File: config.mk
export PLATFORM = sky130hd
export DESIGN_NAME = dmac_req_arbiter
export DESIGN_NICKNAME = d
export VERILOG_FILES = /design/src/rtl/dmac_pkg.sv /design/src/rtl/dmac_rr_picker.sv /design/src/rtl/dmac_req_arbiter.sv
export SDC_FILE = /design/constraint.sdc
export NUM_CORES = 1
export LEC_CHECK = 0
export ABC_CLOCK_PERIOD_IN_PS = 2000
export BUFFER_PORTS_ARGS = -buffer_cell sky130_fd_sc_hd__clkbuf_2
export CAP_MARGIN = 15
export CORE_ASPECT_RATIO = 0.5
export CORE_UTILIZATION = 47
export CTS_CLUSTER_SIZE = 16
export DETAILED_ROUTE_END_ITERATION = 10
export PLACE_DENSITY = 0.83
export SLEW_MARGIN = 5
export SYNTH_ARGS = -nofsm -noshare
export SYNTH_HDL_FRONTEND = slang
export SYNTH_SLANG_ARGS = --single-unit
export TNS_END_PERCENT = 30
File: constraint.sdc
create_clock -name clk -period 2 [get_ports clk]
set_clock_uncertainty 0.15 [all_clocks]
set_input_delay 0.5 -clock clk [delete_from_list [all_inputs] [get_ports clk]]
set_output_delay 0.5 -clock clk [all_outputs]
set_load 0.05 [all_outputs]
File: src/rtl/dmac_pkg.sv
// Shared types and constants for the DMA request arbiter.
package dmac_pkg;

   typedef enum logic [1:0] {
      ST_IDLE   = 2'd0,
      ST_ACK    = 2'd1,
      ST_ACTIVE = 2'd2
   } arb_state_t;

   localparam int PRIO_FIXED = 0;
   localparam int PRIO_RR    = 1;

endpackage

File: src/rtl/dmac_rr_picker.sv
// Combinational winner search: first eligible channel at or after start_idx, wrapping.
module dmac_rr_picker #(
   parameter int NUM_CH = 4
) (
   input  logic [NUM_CH-1:0]         elig,
   input  logic [$clog2(NUM_CH)-1:0] start_idx,
   output logic [$clog2(NUM_CH)-1:0] pick_idx,
   output logic                      pick_vld
);

   localparam int IDX_W = $clog2(NUM_CH);

   always_comb begin
      int pos;
      pos      = 0;
      pick_idx = '0;
      pick_vld = 1'b0;
      for (int k = 0; k < NUM_CH; k++) begin
         pos = int'(start_idx) + k;
         if (pos >= NUM_CH) begin
            pos = pos - NUM_CH;
         end
         if (!pick_vld && elig[pos]) begin
            pick_vld = 1'b1;
            pick_idx = IDX_W'(pos);
         end
      end
   end

endmodule

File: src/rtl/dmac_req_arbiter.sv
// Peripheral DMA request arbiter: latches requests, grants one channel with a
// registered ReqAck handshake, tracks the transfer and records per-channel errors.
module dmac_req_arbiter
   import dmac_pkg::*;
#(
   parameter int NUM_CH      = 4,
   parameter int PRIO_MODE   = PRIO_FIXED,
   parameter int ACK_TIMEOUT = 16
) (
   input  logic                      clk,
   input  logic                      rst,
   input  logic [NUM_CH-1:0]         DmacReq,
   input  logic [NUM_CH-1:0]         Ch_En,
   input  logic                      Xfer_Done,
   input  logic                      Xfer_Err,
   input  logic [NUM_CH-1:0]         Err_Clr,
   output logic [NUM_CH-1:0]         ReqAck,
   output logic [$clog2(NUM_CH)-1:0] Ch_Sel,
   output logic                      Ch_Start,
   output logic                      Busy,
   output logic [NUM_CH-1:0]         Err_Status
);

   localparam int               IDX_W   = $clog2(NUM_CH);
   localparam int               CNT_W   = (ACK_TIMEOUT < 2) ? 1 : $clog2(ACK_TIMEOUT + 1);
   localparam logic [CNT_W:0]   TO_LIM  = (CNT_W + 1)'(ACK_TIMEOUT);
   localparam logic [IDX_W-1:0] LAST_CH = IDX_W'(NUM_CH - 1);

   arb_state_t        state_q, state_d;
   logic [NUM_CH-1:0] req_q, req_d;
   logic [NUM_CH-1:0] ack_q, ack_d;
   logic [NUM_CH-1:0] err_q, err_d;
   logic [IDX_W-1:0]  sel_q, sel_d;
   logic [IDX_W-1:0]  last_q, last_d;
   logic [CNT_W-1:0]  cnt_q, cnt_d;
   logic              start_q, start_d;

   logic [NUM_CH-1:0] elig;
   logic [NUM_CH-1:0] pick_mask;
   logic [IDX_W-1:0]  pick_start;
   logic [IDX_W-1:0]  pick_idx;
   logic              pick_vld;
   logic [IDX_W-1:0]  win_idx;
   logic [NUM_CH-1:0] req_clr;
   logic [NUM_CH-1:0] err_set;
   logic [CNT_W:0]    cnt_inc;
   logic              timeout_hit;

   // Fixed priority reuses the wrap-around search on a bit-reversed mask from
   // index 0, so the lowest reversed hit is the highest original index.
   always_comb begin
      elig       = req_q & Ch_En;
      pick_mask  = elig;
      pick_start = (last_q == LAST_CH) ? '0 : last_q + 1'b1;
      if (PRIO_MODE == PRIO_FIXED) begin
         pick_start = '0;
         for (int i = 0; i < NUM_CH; i++) begin
            pick_mask[i] = elig[NUM_CH-1-i];
         end
      end
   end

   dmac_rr_picker #(
      .NUM_CH (NUM_CH)
   ) u_picker (
      .elig      (pick_mask),
      .start_idx (pick_start),
      .pick_idx  (pick_idx),
      .pick_vld  (pick_vld)
   );

   always_comb begin
      win_idx = pick_idx;
      if (PRIO_MODE == PRIO_FIXED) begin
         win_idx = IDX_W'(NUM_CH - 1 - int'(pick_idx));
      end
   end

   assign cnt_inc     = {1'b0, cnt_q} + 1'b1;
   assign timeout_hit = (ACK_TIMEOUT != 0) && (cnt_inc == TO_LIM);

   always_comb begin
      state_d = state_q;
      sel_d   = sel_q;
      ack_d   = ack_q;
      last_d  = last_q;
      cnt_d   = cnt_q;
      start_d = 1'b0;
      req_clr = '0;
      err_set = '0;
      case (state_q)
         ST_IDLE: begin
            ack_d = '0;
            if (pick_vld) begin
               sel_d          = win_idx;
               ack_d[win_idx] = 1'b1;
               cnt_d          = '0;
               state_d        = ST_ACK;
            end
         end
         ST_ACK: begin
            // A dropped request takes precedence over a timeout in the same cycle.
            if (!DmacReq[sel_q]) begin
               ack_d          = '0;
               req_clr[sel_q] = 1'b1;
               start_d        = 1'b1;
               state_d        = ST_ACTIVE;
            end else if (timeout_hit) begin
               ack_d          = '0;
               req_clr[sel_q] = 1'b1;
               err_set[sel_q] = 1'b1;
               state_d        = ST_IDLE;
               if (PRIO_MODE == PRIO_RR) begin
                  last_d = sel_q;
               end
            end else if (ACK_TIMEOUT != 0) begin
               cnt_d = cnt_inc[CNT_W-1:0];
            end
         end
         ST_ACTIVE: begin
            if (Xfer_Done || Xfer_Err) begin
               err_set[sel_q] = Xfer_Err;
               state_d        = ST_IDLE;
               if (PRIO_MODE == PRIO_RR) begin
                  last_d = sel_q;
               end
            end
         end
         default: begin
            ack_d   = '0;
            state_d = ST_IDLE;
         end
      endcase
      // Clearing the granted channel wins over a still-high request in that cycle.
      req_d = (req_q | DmacReq) & ~req_clr;
      err_d = (err_q & ~Err_Clr) | err_set;
   end

   always_ff @(posedge clk or negedge rst) begin
      if (!rst) begin
         state_q <= ST_IDLE;
         req_q   <= '0;
         ack_q   <= '0;
         err_q   <= '0;
         sel_q   <= '0;
         last_q  <= LAST_CH;
         cnt_q   <= '0;
         start_q <= 1'b0;
      end else begin
         state_q <= state_d;
         req_q   <= req_d;
         ack_q   <= ack_d;
         err_q   <= err_d;
         sel_q   <= sel_d;
         last_q  <= last_d;
         cnt_q   <= cnt_d;
         start_q <= start_d;
      end
   end

   assign ReqAck     = ack_q;
   assign Ch_Sel     = sel_q;
   assign Ch_Start   = start_q;
   assign Busy       = (state_q != ST_IDLE);
   assign Err_Status = err_q;

endmodule

After elaboration in Yosys (flattened, before gate mapping)
Cells that the tools add are included.

$add $sub $neg: 2. Multiply operators: 0. Div/mod/pow operators: 0. Order comparisons: 4. Equality and inequality tests: 8. Shift-type cells: 0. Multiplexer cells: 34. Bitwise operators: 9. Reductions and logical operators: 16.

Operators by type and width (number): 2-to-1 mux 4 bit (8); bitwise AND 4 bit (4); 2-to-1 mux 5 bit (3); 2-to-1 mux 2 bit (6); case mux 4 bit (3 select lines) (1); 2-to-1 mux 1 bit (10); case mux 5 bit (2 select lines) (1); inequality test 2 bit, second input constant (4); NOT 4 bit (2); bitwise OR 4 bit (2); case mux 4 bit (2 select lines) (1); adder 5 x 1 -> 6 bit, second input constant (1); == test 6 x 5 -> 1 bit, second input constant (1); < comparator 2 x 3 -> 1 bit, second input constant (2); case mux 2 bit (3 select lines) (1); logical AND 1 bit (5); demux 1 bit (select 2 bit) (2); greater-or-equal comparator 2 x 1 -> 1 bit, second input constant (2); AND reduction 2 bit (2); AND reduction 4 bit (1); nonzero test 2 bit (2); zero test 1 bit (3); inequality test 3 bit, second input constant (1); AND reduction 3 bit (1); 7 further kinds (7).

Bits in registers: 22. Latch bits: 0. RAM bits: 0. ROM bits: 0. Input bits: 16. Output and inout port bits: 12. Logic and storage cells: 80. Memories kept: 0.

Longest topological paths before layout
Gate-level depths: netlist of the first run.

Depth in word-level cells: 18. Mapped depth: 7.

Cells and area by module
From an unflattened synthesis of the first run, not the netlist that was laid out.

Cells, all modules: 131. Area, all modules: 1293.7 um^2.

Modules (own cells, without submodules): dmac_req_arbiter (times used 1, cells each 116, area each 1216.2 um^2, seq. area each 550.5 um^2); dmac_rr_picker (times used 1, cells each 15, area each 77.6 um^2, seq. area each 0.0 um^2).

Worst setup path after synthesis of the first run
No wires, ideal clock.

Path kind: reg-to-reg. Start point: reg sel_q[1] (netlist: Ch_Sel[1]). End point: reg ack_q[0] (netlist: ReqAck[0]). Library setup time: 128 ps. Arrival time: 1943 ps. Slack: -221 ps. Cell stages (with the launch flop): 7. Path buffers: 1. Cell sequence: dfrtp_1 buf_6 mux2i_1 o22ai_4 o211ai_4 and2b_1 mux2_1.

Word-level cells in the longest chain between the ends: 4. Elaborated cells on any way between the ends: 6. Classes of those cells: eq/ne: 1; mux: 4; reduce/logical: 1.

RTL lines: start, declared (line dmac_req_arbiter.sv:33) `logic [IDX_W-1:0] sel_q, sel_d;`; start signal, assigned (line dmac_req_arbiter.sv:154) `sel_q <= sel_d;`; binary-select mux 1 bit (select 2 bit) * (line dmac_req_arbiter.sv:103) `if (!DmacReq[sel_q]) begin`; 2-to-1 mux 1 bit (implied by the code) * (line dmac_req_arbiter.sv:103); 2-to-1 mux 4 bit / inequality test 3 bit (equally long branches); case mux 4 bit (3 select lines) / AND reduction 2 bit (equally long branches); end signal, assigned (line dmac_req_arbiter.sv:152) `ack_q <= ack_d;`; end, declared (line dmac_req_arbiter.sv:31) `logic [NUM_CH-1:0] ack_q, ack_d;`.

Mark *: on every way between the ends. The rest lies on a longest branch, timed or not. The select of a mux whose other input is x is not followed. A chain may end at the register's enable or synchronous reset.

Final worst setup path of the first run
Start point: reg cnt_q[4]. End point: reg ack_q[1] (netlist: ReqAck[1]).

Word-level cells in the longest chain between the ends: 4.

RTL lines: start, declared (line dmac_req_arbiter.sv:35) `logic [CNT_W-1:0] cnt_q, cnt_d;`; start signal, assigned (line dmac_req_arbiter.sv:156) `cnt_q <= cnt_d;`; adder 5 x 1 -> 6 bit (line dmac_req_arbiter.sv:79) `assign cnt_inc = {1'b0, cnt_q} + 1'b1;`; == test 6 x 5 -> 1 bit (line dmac_req_arbiter.sv:80) `assign timeout_hit = (ACK_TIMEOUT != 0) && (cnt_inc == TO_LIM);`; inequality test 3 bit (no source line); AND reduction 2 bit (no source line).

No other way between the ends.

==> flow_summary.ini, run 1 <==
[routing]
remaining_drc_errors = 0
routedWlPerCell_microns = 14.1
drt_pass1_iterations = 4
ant_nets = 0
drt-total-wl_mm = 2.72
drt_iter0_markers = 107
num_vias = 1078
avgViaCountPerCell = 5.59

[synthesis]
synthesis.nets = 141
netlist.area_leader.share = 0.450
synth.distinct_cells = 41
ys_warn_count = 0
async_flop_share = 1.00
synthCells = 120
muxShareOfSynthArea = 0.0634
synth_area_sq_um = 1220
yosys.area_share.adder = 0.0511
synth_flop_cell = dfrtp_1
yosysTopAreaCell = dfrtp_1
avgSynthCellArea_sq_um = 10.2
synth_edf_count = 0
ys_seq_area_frac = 0.450
ys_ff_latch = 22
synth_top_family_by_area = compound AO/OA/AOI/OAI gates
synth_compound_area_frac = 0.209
synth_area_leaders = dfrtp_1, ha_1, inv_1
synthSimpleGateAreaFrac = 0.174
synth-xor-area-share = 0

[cells_and_area]
drive_gt1_frac = 0.367
n_antenna_cell = 0
nets = 180
fin_util = 0.679
filler_cell_count = 172
area_growth_pct = 30.0
layout_commonest_cell = clkbuf_2
final_cell_area_sq_um = 1590
layout_common_cells = clkbuf_2, dfrtp_1, inv_1

[cts]
htreeDepth = 1
clk_pin_slew_worst_paths_ns = 0.08
root_buffer = clkbuf_8
clock-sinks = 22
cts_tree = built
cts_buffer_depth = 2
cts_made_buffers = 3
clock_latency_ns = 0.27

[critical_path]
slowest_stage = dfrtp_1
path_max_fanout = 6
arrival_ns = 1.97
cp.required_ns = 2.01
reg2reg_depth = 5
startpoint_type = register
r2r_slack_ns = 0.04
r2r-start = cnt_q[4]
critPathKind = register to register
critPathMaxStageDelay_ns = 0.44
critPathCaptureType = register
r2r_end = ReqAck[1]
cp_cell_sequence = nor2b_1, a2bb2oi_2, o211ai_4, and2b_2, mux2_1

[global_route]
antenna_found_initial = 0
grt_max_degree = 23
grt_use_total = 0.217
grt_pass1_wl_mm = 4.39
grt_pass1_vias = 955
grt_remaining_overflow = 0

[place]
hpwl_mm = 1.95
portBuffers = 27
gp_congestion = 0.828
dpl_cell_area_sq_um = 1450

[die]
dieArea_sq_um = 2820
die_height_microns = 38.1
start_util = 0.522
io_pins = 28
rows = 12
die_x_microns = 74.2
core_sq_um = 2340

[timing]
relSlewSlack = 0.623
max_freq_mhz = 511
finalCriticalPeriod_ns = 1.96
setup_viol = 0
maxSlewViolCount = 0
tightest_slew_ns = 0.566
hold_viol_final = 0
fin_crit_sh = 0.979
rsz0062_at_grt = true

[min_path]
hp-class = primary input to asynchronous set/reset pin

[pwr]
pwr-share-comb = 0.531
leakagePower_nw = 0.730
ir_worst_vdd_mv = 0.526
pwr-share-clk = 0.174
p_seq_frac = 0.295
p_switching_w = 0.00105
sw_frac_of_total = 0.432
cellPowerDensity_nw_per_um2 = 1520
internal-power_w = 0.00138

[outcome]
status = finished clean

[job]
maxCapViolations = 0
-- how the worst max path moves through the flow --
stage	start	slack, ns	depth (start not counted)	end
CTS	state_q[1]	0.001	4	Busy
finish	cnt_q[4]	0.04	5	ReqAck[1]
floorplan	Ch_Sel[1]	-0.009	6	ReqAck[0]
global placement	cnt_q[0]	0.07	6	ReqAck[0]
global route	cnt_q[4]	-0.06	5	ReqAck[1]
detailed placement	state_q[1]	-0.06	7	ReqAck[1]
-- cell families after synthesis --
kind of cell,after synthesis
AO/OA/AOI/OAI,32
adder cells (fa/ha/maj),5
multiplexers,7
AND/OR/NAND/NOR,39
flip-flops,22
buffers and inverters,15
-- power groups by stage --
stage	sequential (W)	clock (W)	combinational, W
floorplan	0.000891	0	0.000690
global placement	0.000719	0	0.00111
detailed placement	0.000722	0	0.00113
CTS	0.000713	0.000434	0.00118
global route	0.000736	0.000449	0.00140
finish	0.000715	0.000422	0.00129
-- repair_timing --
| item | CTS | global route |
|---|---|---|
| gates resized for setup | 4 | 7 |
| hold buffers | 0 | 0 |
| pin swaps | 0 | 2 |
| setup endpoints to repair | 8 | 9 |
| buffers inserted | 1 | 4 |
-- cells in the mapped netlist (all sizes together) (4+ instances only) --
library cell   n
dfrtp         22
inv           12
nand2          8
nand3          7
ha             5
nor2           5
o22ai          5
a21oi          4
and3           4
mux2i          4
o21ai          4
-- state kept, by name, summed over array words and instances, names as in the netlist --
| signal | count |
|---|---|
| Ch_Start | 1 |
| req_q | 4 |
| state_q | 2 |
| ReqAck | 4 |
| cnt_q | 5 |
| Err_Status | 4 |
| Ch_Sel | 2 |
-- through the flow --
stage | worst slack (ns) | cells | hold slack, ns | total power (W) | setup TNS [ns]
after global routing | -0.0598 | 193 | 0.0877 | 0.00258 | -0.160
final | 0.0414 | 193 | 0.0543 | 0.00242 | 0
after floorplan | -0.00942 | 120 | 0.0544 | 0.00158 | -0.0282
after detailed placement | -0.0556 | 184 | 0.328 | 0.00185 | -0.219
after CTS | 0.00100 | 189 | 0.0656 | 0.00233 | 0
after global placement | 0.0662 | 184 | 0.321 | 0.00183 | 0
-- critical path, delay by kind of cell (launching register included) --
family,cells,cell delay (ns)
multiplexers,1,0.32
AO/OA/AOI/OAI,2,0.40
flip-flops,1,0.44
AND/OR/NAND/NOR,2,0.53
-- layer usage --
layer  share of wire  track usage
met1            0.46        0.280
met2            0.44        0.357
met3           0.074       0.0553
met4           0.025       0.0769
met5               0            0
-- layout make-up --
cell class / instances / area, sq um / share of cell area
Timing Repair Buffer: 37 / 213 / 0.134
Sequential cell: 22 / 556 / 0.349
Clock buffer: 3 / 41.3 / 0.0260
Multi-Input combinational cell: 83 / 662 / 0.416
Clock inverter: 1 / 30.0 / 0.0189
Inverter: 12 / 45.0 / 0.0283
Tap cell: 35 / 43.8 / 0.0275
Power figures use the tool's default switching activity.
==> inputs of run 2 (changes only) <==
CORE_ASPECT_RATIO = 1.1   (was 0.5)
==> run 2 against run 1 <==
Compared with the run above: count of clock-buffer cells in the layout grew 1; register-to-register slack better by 0.03 ns; highest routed layer unchanged; clock power fell by 50%.
==> flow_summary.ini, run 2 (synthesis gave the netlist of run 1 again) <==
[cells_and_area]
regArea_sq_um = 554
largest_register_ffs = 5
n_antenna_cell = 0
final_cell_area_sq_um = 1570
drive_gt1_frac = 0.377
multi_input_area_sq_um = 684
layout_commonest_cell = clkbuf_2
layout_common_cells = clkbuf_2, dfrtp_1, inv_1, buf_4, nand2_1
area_growth_pct = 28.2
filler_cell_count = 213
nets = 181
top_register = cnt_q

[global_route]
grt_use_total = 0.219
grt_remaining_overflow = 0
grt_pass1_vias = 1106
grt_max_degree = 23
antenna_found_initial = 0
grt_pass1_wl_mm = 4.67

[cts]
htreeDepth = 1
cts_tree = built
clk_pin_slew_worst_paths_ns = 0.12
ctsHoldBuffers = 0
root_buffer = clkbuf_4
cts_made_buffers = 3
cts_buffer_depth = 2
clock_latency_ns = 0.31
clock-sinks = 22

[critical_path]
startpoint_type = register
critPathCaptureType = primary output
arrival_ns = 1.31
cp.required_ns = 1.35
critPathKind = register to primary output
path_max_fanout = 6

[outcome]
status = finished clean

[timing]
max_freq_mhz = 510
fin_crit_sh = 0.981
setup_viol = 0
setup_slack_ns = 0.0374
finalCriticalPeriod_ns = 1.96
maxSlewViolCount = 0
relSlewSlack = 0.630
hold_viol_final = 0
rsz0062_at_grt = true
tightest_slew_ns = 0.555

[pwr]
p_switching_w = 0.00104
pwr-share-comb = 0.592
internal-power_w = 0.00122
sw_frac_of_total = 0.458
ir_worst_vdd_mv = 0.831
p_seq_frac = 0.315
pwr-share-clk = 0.093
cellPowerDensity_nw_per_um2 = 1440
leakagePower_nw = 0.723

[routing]
num_vias = 1082
drt_iter0_markers = 18
routedWlPerCell_microns = 14.4
drt_pass1_iterations = 4
drt-total-wl_mm = 2.74
ant_nets = 0
avgViaCountPerCell = 5.69
remaining_drc_errors = 0

[die]
core_sq_um = 2470
die_x_microns = 50.7
rows = 19
io_pins = 28
start_util = 0.495
dieArea_sq_um = 2810
die_height_microns = 55.5

[place]
place_ws_ns = -0.0167
hpwl_mm = 2.07
portBuffers = 27
dpl_cell_area_sq_um = 1450
gp_congestion = 0.803

[job]
maxCapViolations = 0

[min_path]
hp-class = primary input to asynchronous set/reset pin
[run 2: worst paths after layout]
check                           start  depth (start not counted)       endpoint  slack (ns)
max                        state_q[0]                          4           Busy        0.04
min                               rst                          1      ReqAck[3]       0.007
max reg2reg                state_q[0]                          7      ReqAck[3]        0.07
min reg2reg                 ReqAck[0]                          1      ReqAck[0]        0.35
max in group asynchronous         rst                          1       cnt_q[1]        1.29
min in group clk           Err_Clr[3]                          2  Err_Status[3]        0.22
[run 2: stage by stage]
step	utilization	hold slack, ns	instances	setup TNS (ns)	power, W
floorplan	-	0.0544	120	-0.0282	0.00158
global placement	0.586	0.322	181	0	0.00184
detailed placement	0.586	0.330	181	-0.0212	0.00188
CTS	0.602	0.0143	186	-0.0381	0.00213
global route	0.635	0.0408	190	-0.0758	0.00242
finish	0.635	0.00690	190	0	0.00226
[run 2: timing repair]
action	4_1_cts	5_1_grt
pin swaps	0	1
endpoints found under the setup margin	5	12
hold endpoints to repair	0	0
setup buffers	1	4
gates resized for setup	3	11
[run 2: layer usage]
metal	global-route usage	part of all wire
met2	0.390	0.55
met3	0.0275	0.030
met4	0.0873	0.017
met5	0	0
met1	0.261	0.41
[run 2: final cells by class]
| cell class | instances | share of cell area |
|---|---|---|
| Sequential cell | 22 | 0.353 |
| Tap cell | 31 | 0.0247 |
| Multi-Input combinational cell | 83 | 0.436 |
| Timing Repair Buffer | 38 | 0.140 |
| Clock buffer | 4 | 0.0167 |
| Inverter | 12 | 0.0287 |
[run 2: worst max-delay path, stage by stage, from the launching register on]
cell and delay, ns:
dfrtp_1 0.42, inv_1 0.13, ha_4 0.18, inv_1 0.06, clkbuf_4 0.20
[run 2: power by group through the flow]
stage          registers, W  logic (W)  clock network, W
2_1_floorplan      0.000891   0.000690                 0
3_3_place_gp       0.000712    0.00113                 0
3_5_place_dp       0.000718    0.00116                 0
4_1_cts            0.000708    0.00120          0.000221
5_1_grt            0.000735    0.00145          0.000234
6_report           0.000713    0.00134          0.000210
==> inputs of run 3 (changes only) <==
ABC_CLOCK_PERIOD_IN_PS = 1800   (was 2000)
CORE_UTILIZATION = 30   (was 47)
PLACE_DENSITY = 0.6   (was 0.83)
clock period = 1.8 ns   (was 2 ns; I/O delays follow)
==> run 3 against run 2 <==
Compared with the run above: sequential share of layout area is 5.6 points lower; flip-flop and latch count unchanged; die area rose by 54%; the flow now finishes with violations (negative setup slack); register-to-register slack worse by 0.096 ns; count of clock-buffer cells in the layout stayed put; hold slack gained 0.011 ns.
==> flow_summary.ini, run 3 (synthesis gave the netlist of run 1 again) <==
[cells_and_area]
fin_cells = 225
final_cell_area_sq_um = 1870
area_growth_pct = 52.9
filler_cell_count = 348
top_register = cnt_q
drive_gt1_frac = 0.514
n_antenna_cell = 0
nets = 197
largest_register_ffs = 5
layout_common_cells = clkbuf_2, buf_4, dfrtp_1
layout_commonest_cell = clkbuf_2

[routing]
drt_iter0_markers = 50
num_vias = 1136
avgViaCountPerCell = 5.05
drt-total-wl_mm = 3.16
ant_nets = 0
drt_pass1_iterations = 4
routedWlPerCell_microns = 14.0
remaining_drc_errors = 0

[global_route]
grt_remaining_overflow = 0
antenna_found_initial = 0
grt_use_total = 0.164
grt_pass1_wl_mm = 5.57
grt_pass1_vias = 1239
grt_max_degree = 23

[pwr]
cellPowerDensity_nw_per_um2 = 1610
total_power_w = 0.00301
ir_worst_vdd_mv = 0.589
leakagePower_nw = 0.867

[cts]
htreeDepth = 1
cts_tree = built
clk_pin_slew_worst_paths_ns = 0.08
cts_made_buffers = 3
clock-sinks = 22
cts_buffer_depth = 2
clock_latency_ns = 0.26
root_buffer = clkbuf_8

[place]
dpl_cell_area_sq_um = 1600
gp_congestion = 0.827
hpwl_mm = 2.45
dp_cells = 217
portBuffers = 27

[timing]
max_freq_mhz = 548
tightest_slew_ns = 0.565
hold_viol_final = 0
setup_viol = 5
relSlewSlack = 0.623
maxSlewViolCount = 0
fin_crit_sh = 1.01
finalCriticalPeriod_ns = 1.83
rsz0062_at_grt = true
setup_slack_ns = -0.0261

[min_path]
hp-class = primary input to asynchronous set/reset pin

[outcome]
status = finished with violations
violations = negative setup slack

[critical_path]
r2r_slack_ns = -0.03
cp.required_ns = 1.80
r2r_end = ReqAck[3]
reg2reg_depth = 6
critPathKind = register to register
startpoint_type = register
critPathCaptureType = register
arrival_ns = 1.83
path_max_fanout = 4
r2r-start = cnt_q[1]

[die]
start_util = 0.325
core_sq_um = 3770
rows = 23
die_height_microns = 69.0
die_x_microns = 62.9
dieArea_sq_um = 4340
io_pins = 28

[job]
maxCapViolations = 0
-- run 3: changes by cell type in the layout (fill, tap and decap cells not counted), moves of 3 or more --
cell,delta
clkbuf_8,+4
nand3_4,+3
buf_4,+14
clkbuf_4,-4
-- run 3: where the power goes --
group          switching, W  internal (W)
logic              0.000968      0.000877
clock network      0.000157      0.000195
registers          0.000168      0.000646
total               0.00129       0.00172
-- run 3: per-stage QoR --
step	TNS [ns]	setup slack, ns	hold WS [ns]	util
6_report	-0.0742	-0.0261	0.0182	0.496
3_5_place_dp	-1.15	-0.137	0.319	0.424
5_1_grt	-0.813	-0.0890	0.0588	0.496
3_3_place_gp	-0.361	-0.0543	0.318	0.424
4_1_cts	-0.0720	-0.0241	0.0365	0.487
2_1_floorplan	-0.832	-0.208	0.00441	-
-- run 3: area by class of cell --
type / instances / area, sq um / share of cell area
multi-input cells: 83 / 785 / 0.419
flip-flops and latches: 22 / 556 / 0.297
repair buffers: 54 / 365 / 0.195
well taps: 50 / 62.6 / 0.0334
clock buffers: 4 / 55.1 / 0.0294
inverters: 12 / 47.5 / 0.0254
-- run 3: repair_timing --
| action | 4_1_cts | 5_1_grt |
|---|---|---|
| cloned | 0 | 0 |
| endpoints found under the setup margin | 14 | 16 |
| endpoints found under the hold margin | 0 | 0 |
| resized for setup | 33 | 7 |
| hold buffers | 0 | 0 |
| pin swaps | 5 | 3 |
| buffers inserted | 4 | 0 |
-- run 3: how the worst max path moves through the flow --
stage | start | to | slack [ns]
after global routing | cnt_q[1] | ReqAck[3] | -0.09
after floorplan | Ch_Sel[1] | ReqAck[0] | -0.21
final | cnt_q[1] | ReqAck[3] | -0.03
after CTS | Ch_Sel[1] | ReqAck[3] | -0.02
after global placement | state_q[1] | ReqAck[3] | -0.05
after detailed placement | state_q[1] | cnt_q[0] | -0.14
-- run 3: metal layers --
layer	vias to the layer above	GRT usage	part of all wire
met2	23	0.344	0.56
met1	565	0.168	0.40
met5	-	0	0
li1	544	-	-
met4	0	0.0436	0.012
met3	4	0.0263	0.030
-- run 3: critical path, stage by stage (launching register included) --
cell	delay (ns)
dfrtp_2	0.45
buf_6	0.13
nand3_4	0.06
a2bb2oi_4	0.17
o211ai_4	0.20
and2b_2	0.24
mux2_4	0.31
